**config.mk**
```make
export PLATFORM = sky130hd
export DESIGN_NAME = req_ack_monitor
export DESIGN_NICKNAME = d
export VERILOG_FILES = /design/src/rtl/req_ack_mon_pkg.sv /design/src/rtl/sat_counter.sv /design/src/rtl/req_ack_monitor.sv
export SDC_FILE = /design/constraint.sdc
export NUM_CORES = 1
export LEC_CHECK = 0
export ABC_CLOCK_PERIOD_IN_PS = 3400
export CAP_MARGIN = 20
export CORE_AREA = 5 5 61 63
export DETAILED_ROUTE_END_ITERATION = 8
export DIE_AREA = 0 0 66 68
export PLACE_DENSITY = 0.81
export SKIP_CTS_REPAIR_TIMING = 1
export SLEW_MARGIN = 20
export SYNTH_ARGS = -nofsm -noshare
export SYNTH_HDL_FRONTEND = slang
export SYNTH_SLANG_ARGS = --single-unit
```
**constraint.sdc**
```tcl
create_clock -name clk -period 3.4 [get_ports clk]
set_input_delay 0.34 -clock clk [delete_from_list [all_inputs] [get_ports clk]]
set_output_delay 0.34 -clock clk [all_outputs]
set_load 0.005 [all_outputs]
```
**src/rtl/req_ack_mon_pkg.sv**
```systemverilog
// Shared types and defaults for the req/ack handshake monitor.
package req_ack_mon_pkg;

  localparam int unsigned STATE_W         = 2;
  localparam int unsigned DEFAULT_MAX_LAT = 8;

  typedef enum logic [STATE_W-1:0] {
    ST_IDLE = 2'd0,
    ST_WAIT = 2'd1,
    ST_TOUT = 2'd2
  } state_e;

endpackage : req_ack_mon_pkg

```
**src/rtl/sat_counter.sv**
```systemverilog
// Saturating up-counter; clear has priority over increment.
module sat_counter #(
  parameter int unsigned W = 8
) (
  input  logic         clk,
  input  logic         rst,
  input  logic         inc,
  input  logic         clr,
  output logic [W-1:0] q
);

  always_ff @(posedge clk or posedge rst) begin
    if (rst) begin
      q <= '0;
    end else if (clr) begin
      q <= '0;
    end else if (inc && (q != {W{1'b1}})) begin
      q <= q + W'(1);
    end
  end

endmodule : sat_counter

```
**src/rtl/req_ack_monitor.sv**
```systemverilog
// Single-outstanding req/ack monitor: measures latency, flags spurious acks,
// overlapping requests and timeouts, and keeps saturating event counters.
module req_ack_monitor
  import req_ack_mon_pkg::*;
#(
  parameter int unsigned MAX_LAT = DEFAULT_MAX_LAT,
  parameter int unsigned LAT_W   = 4,
  parameter int unsigned CNT_W   = 8
) (
  input  logic             clk,
  input  logic             rst,
  input  logic             req_i,
  input  logic             ack_i,
  input  logic             clr_i,
  output logic             busy_o,
  output logic [LAT_W-1:0] lat_o,
  output logic             lat_valid_o,
  output logic             timeout_o,
  output logic             err_spur_o,
  output logic             err_overlap_o,
  output logic [CNT_W-1:0] done_cnt_o,
  output logic [CNT_W-1:0] err_cnt_o
);

  localparam logic [LAT_W-1:0] LAT_ONE = LAT_W'(1);
  localparam logic [LAT_W-1:0] LAT_MAX = LAT_W'(MAX_LAT);

  state_e           state_q, state_d;
  logic [LAT_W-1:0] lat_cnt_q, lat_cnt_d;
  logic [LAT_W-1:0] lat_d;
  logic             lat_valid_d, timeout_d, spur_d, overlap_d;
  logic             done_inc, err_inc;

  // Next-state, latency counter and event decode
  always_comb begin
    state_d     = state_q;
    lat_cnt_d   = lat_cnt_q;
    lat_d       = lat_o;
    lat_valid_d = 1'b0;
    timeout_d   = 1'b0;
    spur_d      = 1'b0;
    overlap_d   = 1'b0;
    done_inc    = 1'b0;

    unique case (state_q)
      ST_IDLE: begin
        if (req_i && ack_i) begin
          lat_d       = '0;
          lat_valid_d = 1'b1;
          done_inc    = 1'b1;
        end else if (req_i) begin
          state_d   = ST_WAIT;
          lat_cnt_d = LAT_ONE;
        end else if (ack_i) begin
          spur_d = 1'b1;
        end
      end
      ST_WAIT: begin
        if (ack_i) begin
          lat_d       = lat_cnt_q;
          lat_valid_d = 1'b1;
          done_inc    = 1'b1;
          // A coincident req immediately opens the next transaction
          if (req_i) lat_cnt_d = LAT_ONE;
          else       state_d   = ST_IDLE;
        end else begin
          overlap_d = req_i;
          if (lat_cnt_q == LAT_MAX) begin
            state_d   = ST_TOUT;
            timeout_d = 1'b1;
          end else begin
            lat_cnt_d = lat_cnt_q + LAT_ONE;
          end
        end
      end
      ST_TOUT: begin
        if (ack_i) state_d = ST_IDLE;
        else       overlap_d = req_i;
      end
      default: state_d = ST_IDLE;
    endcase

    err_inc = spur_d | overlap_d | timeout_d;
  end

  always_ff @(posedge clk or posedge rst) begin
    if (rst) begin
      state_q       <= ST_IDLE;
      lat_cnt_q     <= '0;
      lat_o         <= '0;
      lat_valid_o   <= 1'b0;
      timeout_o     <= 1'b0;
      err_spur_o    <= 1'b0;
      err_overlap_o <= 1'b0;
      busy_o        <= 1'b0;
    end else begin
      state_q       <= state_d;
      lat_cnt_q     <= lat_cnt_d;
      lat_o         <= lat_d;
      lat_valid_o   <= lat_valid_d;
      timeout_o     <= timeout_d;
      err_spur_o    <= spur_d;
      err_overlap_o <= overlap_d;
      busy_o        <= (state_d != ST_IDLE);
    end
  end

  sat_counter #(.W(CNT_W)) u_done_cnt (
    .clk (clk),
    .rst (rst),
    .inc (done_inc),
    .clr (clr_i),
    .q   (done_cnt_o)
  );

  sat_counter #(.W(CNT_W)) u_err_cnt (
    .clk (clk),
    .rst (rst),
    .inc (err_inc),
    .clr (clr_i),
    .q   (err_cnt_o)
  );

endmodule : req_ack_monitor

```
==> run metrics, run 1 <==
post-route clock skew=0.00845 ns; # rows=21; cts bufs inserted=5; Final Hold Fails=0; sequential fraction of the synthesis area=0.475; final RePlAce weighted congestion=0.896; Slew @ Worst Pin=around 0.74 ns; fin nets=between 200 and 250; commonest cells in the netlist=dfrtp_1, nor2_1, inv_1, nand2_1; Final Setup Violations=0; max_slew headroom=0.509; top cells by area, synth=dfrtp_1, ha_1, nor2_1; Synth async-reset ratio=1.00; die area=approximately 4500 um2; crit-path cells=inv_1, ha_1, and3b_2, a211oi_2, nor4_1, mux2_2; Core ar.=3180 um2; antenna cell count=0; final WL=3600 um; global-route wire length before repair=6220 um; Setup CP Type=reg -> reg; Final Cycle Share=0.666; clock tree from TritonCTS=built; Bufs and invs on worst path=1; arrival time at the worst endpoint=2.49 ns; CTS max path bufs=2; reg2reg start=state_q[0]; GR Util All Layers=0.184; fin crit period=2.26 ns; Setup crit end kind=register; port bufs=29; slowest CP cell=a211oi_2; Area Overhead vs Synth=25.1%; Worst Hold Class=in -> async; vias in the first global route=approximately 1,400; area leader, netlist=dfrtp_1; placed inst area=1960 um2; crit-path max cell delay=0.63 ns; Chip Height=68 um; Peak Freq=442 MHz; critical path's top delay family=compound AO/OA/AOI/OAI gates; r2r setup slk=1.14 ns; Synth Flop Type=dfrtp_1; Pleak=0.895 nW; clock root buffer=clkbuf_4; Sink Count=31; cells on worst reg2reg path=6; final instance area=around 2000 um2; top cell type's share of synthesized area=0.475; syn avg cell area=roughly 10 um2; post-synthesis register bit count=31; # Max-Cap Violations=0; DRC Markers=0; Final Max Slew Viols=0; Ports=30; number of flops mapped to enable cells by yosys=0; Syn Nets=approximately 180; cell area after synthesis=1630 um2; die width=66 um; synth warn=0; end of the critical path=u_err_cnt.q[5]; Power Density=about 580 nW/um2; Critical Path Start Type=register; CP Launch Point=state_q[0]; status=finished, final reports clean; Fill cells=260; Worst-Skew Late Latency=0.34 ns; starting density of the core=0.514; number of detailed-route iterations in the first pass=4; unrepaired setup endpoints after global routing=no; Overflow after GRT=0; DR WL/cell=14.9 um; maximum number of pins on one net before global-route repair=32; reg2reg end=u_err_cnt.q[5]; maximum VDD drop=about 0.0005 V; total number of vias=1,402; Detail Placement HPWL=2550 um; crit path max fanout=14; Worst Path Required=3.63 ns; layout cells sized above 1=0.0765; Mapped Cells=163; TNS Setup=0 ns; final hold slack=between 0.4 and 0.5 ns; antenna violations before repair=0; Netlist cell types=45; clk slew on worst S/H paths=0.11 ns; count leader, synth=dfrtp_1; Antenna Nets Post-Route=0; CTS HTree Levels=2; Crit. path cell count=6; Vias/cell=5.79; Final Power=1.19 mW; fin util=0.643; initial DRC count=about 150
-- state kept, by name (all words and copies together) (netlist names) --
name           flops
busy_o             1
err_overlap_o      1
err_spur_o         1
lat_cnt_q          4
lat_o              4
lat_valid_o        1
state_q            2
timeout_o          1
u_done_cnt.q       8
u_err_cnt.q        8
-- power by group --
group / total (mW) / internal, mW / switching [mW]
logic: 0.386 / 0.189 / 0.197
registers: 0.495 / 0.435 / 0.0603
clock network: 0.308 / 0.174 / 0.134
-- how the worst min path moves through the flow --
stage                           to  slack, ns  cells after the start
finish              u_err_cnt.q[3]       0.40                      2
global route          lat_cnt_q[2]       0.45                      2
CTS                       lat_o[2]       0.43                      2
detailed placement        lat_o[3]       0.50                      1
global placement          lat_o[0]       0.49                      1
floorplan                   busy_o       0.44                      1
-- final cells by class --
type                            instances  area (um2)  area share
Multi-Input combinational cell        117         793       0.388
Clock inverter                          2        35.0      0.0171
Inverter                               11        41.3      0.0202
Clock buffer                            6        51.3      0.0251
Tap cell                               46        57.6      0.0282
Sequential cell                        31         776       0.379
Timing Repair Buffer                   29         290       0.142
-- routing by layer --
layer | up-vias | track usage | part of all wire
met5 | - | 0 | 0
met2 | 46 | 0.308 | 0.49
met4 | 0 | 0.0685 | 0.0058
li1 | 665 | - | -
met1 | 689 | 0.218 | 0.44
met3 | 2 | 0.0657 | 0.062
-- worst register-to-register path, stage by stage, from the launching register on --
cell and delay, ns:
dfrtp_1 0.44, inv_1 0.09, ha_1 0.30, and3b_2 0.25
a211oi_2 0.63, nor4_1 0.15, mux2_2 0.30
-- layout by cell type (no fill, tap or decap), types with 3 or more instances in the layout --
cell type / count
a21oi_1: 8
mux2_2: 3
and3_1: 3
o41ai_1: 3
nor2b_1: 3
a22o_1: 5
nand2_1: 11
nor3_1: 3
nand3_1: 8
a31oi_1: 4
clkbuf_4: 5
o21ai_0: 3
nor2_1: 15
or4_1: 4
dfrtp_1: 31
clkdlybuf4s50_1: 29
a21o_1: 3
ha_1: 8
inv_1: 10
-- metrics by stage --
step,worst slack [ns],instances
6_report,1.14,242
5_1_grt,0.986,242
4_1_cts,1.14,242
3_5_place_dp,0.930,234
3_3_place_gp,0.983,234
2_1_floorplan,1.59,163
-- kinds of logic after synthesis --
family / after synthesis / synth area share
AOI/OAI and AO/OA: 41 / 0.180
xor gates and xnor gates: 1 / 0.00536
adders and majority gates: 8 / 0.0613
buffers and inverters: 15 / 0.0398
DFF: 31 / 0.475
muxes: 5 / 0.0329
and+or+nand+nor: 62 / 0.206
Note: power is estimated with default switching activity, not from simulation.
==> inputs of run 2 (changes only) <==
- ABC_CLOCK_PERIOD_IN_PS: 3400 -> 2050
- CORE_AREA: 5 5 61 63 -> 5 5 66 68
- DIE_AREA: 0 0 66 68 -> 0 0 71 73
- PLACE_DENSITY: 0.81 -> 0.73
- clock period: 3.4 -> 2.05 ns (I/O delays scaled with it)
==> run metrics, run 2 (synthesized netlist as in run 1, its figures left out) <==
# Max-Cap Violations=0 (unchanged); arrival time at the worst endpoint=2.14 ns (was 2.49 ns); initial DRC count=114 (was 146); Setup crit end kind=register (unchanged); Power Density=963 nW/um2 (was 582 nW/um2); maximum VDD drop=0.000425 V (was 0.000491 V); max_slew headroom=0.594 (was 0.509); Worst Path Required=2.25 ns (was 3.63 ns); unrepaired setup endpoints after global routing=no (unchanged); Worst Hold Class=in -> async (unchanged); # rows=23 (was 21); commonest non-fill, non-tap cell in the layout=dfrtp_1 (unchanged); Placed Instances=246 (was 234); crit-path cells=inv_1, ha_2, and3b_1, a211oi_2, buf_4, or4_1, a21oi_1 (was inv_1, ha_1, and3b_2, a211oi_2, nor4_1, mux2_2); Ports=30 (unchanged); most frequent cells in the layout=dfrtp_1, clkdlybuf4s50_1, nor2_1 (unchanged); maximum number of pins on one net before global-route repair=32 (unchanged); Area Overhead vs Synth=31.5% (was 25.1%); fin cells=256 (was 242); post-route clock skew=0.00311 ns (was 0.00845 ns); Slew @ Worst Pin=0.607 ns (was 0.736 ns); Core ar.=3800 um2 (was 3180 um2); Sink Count=31 (unchanged); antenna violations before repair=0 (unchanged); clock tree from TritonCTS=built (unchanged); Final Cycle Share=0.949 (was 0.666); fin util=0.566 (was 0.643); CTS max path bufs=2 (unchanged); Antenna Nets Post-Route=0 (unchanged); total number of vias=1,395 (was 1,402); Pleak=0.946 nW (was 0.895 nW); crit-path max cell delay=0.52 ns (was 0.63 ns); clk slew on worst S/H paths=0.06 ns (was 0.11 ns); vias in the first global route=1,407 (was 1,371); TNS Setup=0 ns (unchanged); die width=71 um (was 66 um); Chip Height=73 um (was 68 um); Detail Placement HPWL=2630 um (was 2550 um); Final Setup Violations=0 (unchanged); number of detailed-route iterations in the first pass=4 (unchanged); fin nets=218 (was 208); die area=5180 um2 (was 4490 um2); GR Util All Layers=0.151 (was 0.184); slowest CP cell=or4_1 (was a211oi_2); Final Max Slew Viols=0 (unchanged); port bufs=29 (unchanged); Setup CP Type=reg -> reg (unchanged); CTS HTree Levels=2 (unchanged); Peak Freq=514 MHz (was 442 MHz); Final Hold Fails=0 (unchanged); cts bufs inserted=5 (unchanged); DRC Markers=0 (unchanged); starting density of the core=0.430 (was 0.514); Overflow after GRT=0 (unchanged); layout cells sized above 1=0.126 (was 0.0765); Top Registers=u_done_cnt.q (8), u_err_cnt.q (8) (unchanged); crit path max fanout=14 (unchanged); Final Power=2.07 mW (was 1.19 mW); DR WL/cell=14.2 um (was 14.9 um); Worst-Skew Late Latency=0.28 ns (was 0.34 ns); final WL=3630 um (was 3600 um); antenna cell count=0 (unchanged); Vias/cell=5.45 (was 5.79); Critical Path Start Type=register (unchanged); status=finished, final reports clean (unchanged); global-route wire length before repair=6270 um (was 6220 um); final RePlAce weighted congestion=0.875 (was 0.896); clock root buffer=clkbuf_8 (was clkbuf_4); fin crit period=1.94 ns (was 2.26 ns)
-- run 2: changes by cell type in the layout (fill, tap and decap cells not counted), sizes merged --
cell	before	now
clkbuf	6	8
clkinv	1	0
buf	0	10
bufinv	1	0
-- run 2: worst paths after layout --
path	start	to	slack, ns	cells past startpoint
max	state_q[1]	u_err_cnt.q[3]	0.11	7
min	rst	lat_cnt_q[3]	0.31	3
max reg2reg	state_q[1]	u_err_cnt.q[3]	0.11	7
min reg2reg	lat_o[3]	lat_o[3]	0.52	1
max in group asynchronous	rst	lat_cnt_q[2]	1.45	3
min in group clk	lat_o[3]	lat_o[3]	0.52	1
-- run 2: layout make-up --
class / count / area [um2]
inverter: 11 / 41.3
multi-input combinational: 117 / 803
clock buffer: 8 / 100
tap: 50 / 62.6
sequential: 31 / 776
timing repair buffer: 39 / 365
fill: 330 / 1650
-- run 2: where the power goes --
| part | switching (mW) | internal [mW] | leakage, nW |
|---|---|---|---|
| registers | 0.0935 | 0.723 | 0.420 |
| clock network | 0.215 | 0.306 | 0.0515 |
| logic | 0.353 | 0.379 | 0.475 |
-- run 2: critical path, delay by kind of cell, from the launching register on --
kind	cells	cell delay, ns
and+or+nand+nor	2	0.71
AOI/OAI and AO/OA	2	0.19
DFF	1	0.38
adders and majority gates	1	0.32
buffers and inverters	2	0.27
-- run 2: routing by layer --
| layer | vias up | share of wire | GRT usage |
|---|---|---|---|
| li1 | 681 | - | - |
| met1 | 668 | 0.43 | 0.182 |
| met2 | 38 | 0.49 | 0.251 |
| met3 | 8 | 0.052 | 0.0317 |
| met4 | 0 | 0.024 | 0.0835 |
| met5 | - | 0 | 0 |
-- run 2: metrics by stage --
step	cell area (um2)	setup WS [ns]	hold WS [ns]
4_1_cts	2120	0.0638	0.339
3_5_place_dp	2020	0.0355	0.501
5_1_grt	2150	0.00122	0.387
2_1_floorplan	1630	0.241	0.309
6_report	2150	0.105	0.313
3_3_place_gp	2020	0.0807	0.492
==> inputs of run 3 (changes only) <==
- CORE_AREA: 5 5 66 68 -> 2 2 63 65
- DIE_AREA: 0 0 71 73 -> 0 0 65 67
==> run metrics, run 3 (synthesized netlist as in run 1, its figures left out) <==
status=finished, final reports clean (unchanged); Ports=30 (unchanged); crit path max fanout=6 (was 14); fin cells=252 (was 256); antenna violations before repair=0 (unchanged); clock root buffer=clkbuf_8 (unchanged); unrepaired setup endpoints after global routing=no (unchanged); vias in the first global route=1,374 (was 1,407); global-route wire length before repair=6090 um (was 6270 um); Chip Height=67 um (was 73 um); Pleak=0.928 nW (was 0.946 nW); Area Overhead vs Synth=28.6% (was 31.5%); maximum number of pins on one net before global-route repair=32 (unchanged); total number of vias=1,399 (was 1,395); cts bufs inserted=5 (unchanged); max_slew headroom=0.629 (was 0.594); Worst Path Required=2.23 ns (was 2.25 ns); Final Hold Fails=0 (unchanged); number of detailed-route iterations in the first pass=4 (unchanged); maximum VDD drop=0.000495 V (was 0.000425 V); layout cells sized above 1=0.0980 (was 0.126); Detail Placement HPWL=2640 um (was 2630 um); Sink Count=31 (unchanged); arrival time at the worst endpoint=2.09 ns (was 2.14 ns); Clk pwr share=0.236 (was 0.252); Antenna Nets Post-Route=0 (unchanged); DR WL/cell=14.2 um (about the same); NetSw=0.649 mW (was 0.661 mW); commonest non-fill, non-tap cell in the layout=dfrtp_1 (unchanged); Top Registers=u_done_cnt.q (8), u_err_cnt.q (8) (unchanged); Overflow after GRT=0 (unchanged); Final Setup Violations=0 (unchanged); Comb power frac=0.348 (was 0.354); antenna cell count=0 (unchanged); Setup CP Type=reg -> reg (unchanged); clock tree from TritonCTS=built (unchanged); post-route clock skew=0.00678 ns (was 0.00311 ns); final WL=3580 um (was 3630 um); die area=4360 um2 (was 5180 um2); Power Density=933 nW/um2 (was 963 nW/um2); # rows=22 (was 23); Critical Path Start Type=register (unchanged); Worst-Skew Late Latency=0.29 ns (was 0.28 ns); # Max-Cap Violations=0 (unchanged); final RePlAce weighted congestion=0.896 (was 0.875); CTS max path bufs=2 (unchanged); fin util=0.583 (was 0.566); port bufs=29 (unchanged); Core ar.=3610 um2 (was 3800 um2); DRC Markers=0 (unchanged); Final Cycle Share=0.932 (was 0.949); die width=65 um (was 71 um); TNS Setup=0 ns (unchanged); Vias/cell=5.55 (was 5.45); Placed Instances=244 (was 246); Fill cells=326 (was 330); Final Max Slew Viols=0 (unchanged); switching share of total power=0.331 (was 0.319); Slew @ Worst Pin=0.548 ns (was 0.607 ns); CTS HTree Levels=2 (unchanged); fin nets=216 (was 218); Flop pwr share=0.417 (was 0.395); clk slew on worst S/H paths=0.07 ns (was 0.06 ns); Worst Hold Class=in -> async (unchanged); GR Util All Layers=0.188 (was 0.151); starting density of the core=0.453 (was 0.430); initial DRC count=123 (was 114); most frequent cells in the layout=dfrtp_1, clkdlybuf4s50_1, nor2_1 (unchanged); Pint=1.31 mW (was 1.41 mW); Setup crit end kind=register (unchanged); fin crit period=1.91 ns (was 1.94 ns); Peak Freq=523 MHz (was 514 MHz)
## run 3: critical path, cell delays in order, from the launching register on
cell	delay [ns]
dfrtp_1	0.41
inv_1	0.08
ha_1	0.28
and3b_1	0.21
a211oi_2	0.08
nor4_1	0.37
mux2_2	0.38
## run 3: worst paths after layout
path                            start        endpoint  slack [ns]  cells past startpoint
setup / recovery           state_q[0]  u_err_cnt.q[5]        0.14                      6
hold / removal                    rst  u_err_cnt.q[4]        0.30                      3
setup reg to reg           state_q[0]  u_err_cnt.q[5]        0.14                      6
hold reg to reg              lat_o[3]        lat_o[3]        0.50                      1
max in group asynchronous         rst    lat_cnt_q[0]        1.47                      3
min in group clk             lat_o[3]        lat_o[3]        0.50                      1
## run 3: layer usage
metal | vias up | part of all wire | track usage
li1 | 681 | - | -
met1 | 676 | 0.43 | 0.212
met2 | 34 | 0.50 | 0.322
met3 | 8 | 0.047 | 0.0608
met4 | 0 | 0.020 | 0.0851
met5 | - | 0 | 0
## run 3: layout make-up
| type | instances | area [um2] | area share |
|---|---|---|---|
| multi-input combinational | 117 | 793 | 0.377 |
| clock inverter | 1 | 5.00 | 0.00238 |
| inverter | 11 | 41.3 | 0.0196 |
| tap | 48 | 60.1 | 0.0286 |
| sequential | 31 | 776 | 0.369 |
| clock buffer | 7 | 76.3 | 0.0363 |
| timing repair buffer | 37 | 350 | 0.167 |
## run 3: metrics by stage
stage                     worst slack [ns]  area, um2  power (mW)  hold slack, ns
after detailed placement            0.0365       2020        1.52           0.497
after floorplan                      0.241       1630        1.22           0.309
after global placement               0.154       2020        1.48           0.488
after global routing                0.0434       2100        2.10           0.349
final                                0.139       2100        1.96           0.299
after CTS                            0.137       2100        1.98           0.320
## run 3: power groups by stage
stage / clock network, mW / logic [mW] / registers (mW)
2_1_floorplan: 0 / 0.407 / 0.816
3_3_place_gp: 0 / 0.656 / 0.822
3_5_place_dp: 0 / 0.686 / 0.830
4_1_cts: 0.475 / 0.689 / 0.818
5_1_grt: 0.509 / 0.764 / 0.831
6_report: 0.463 / 0.682 / 0.817
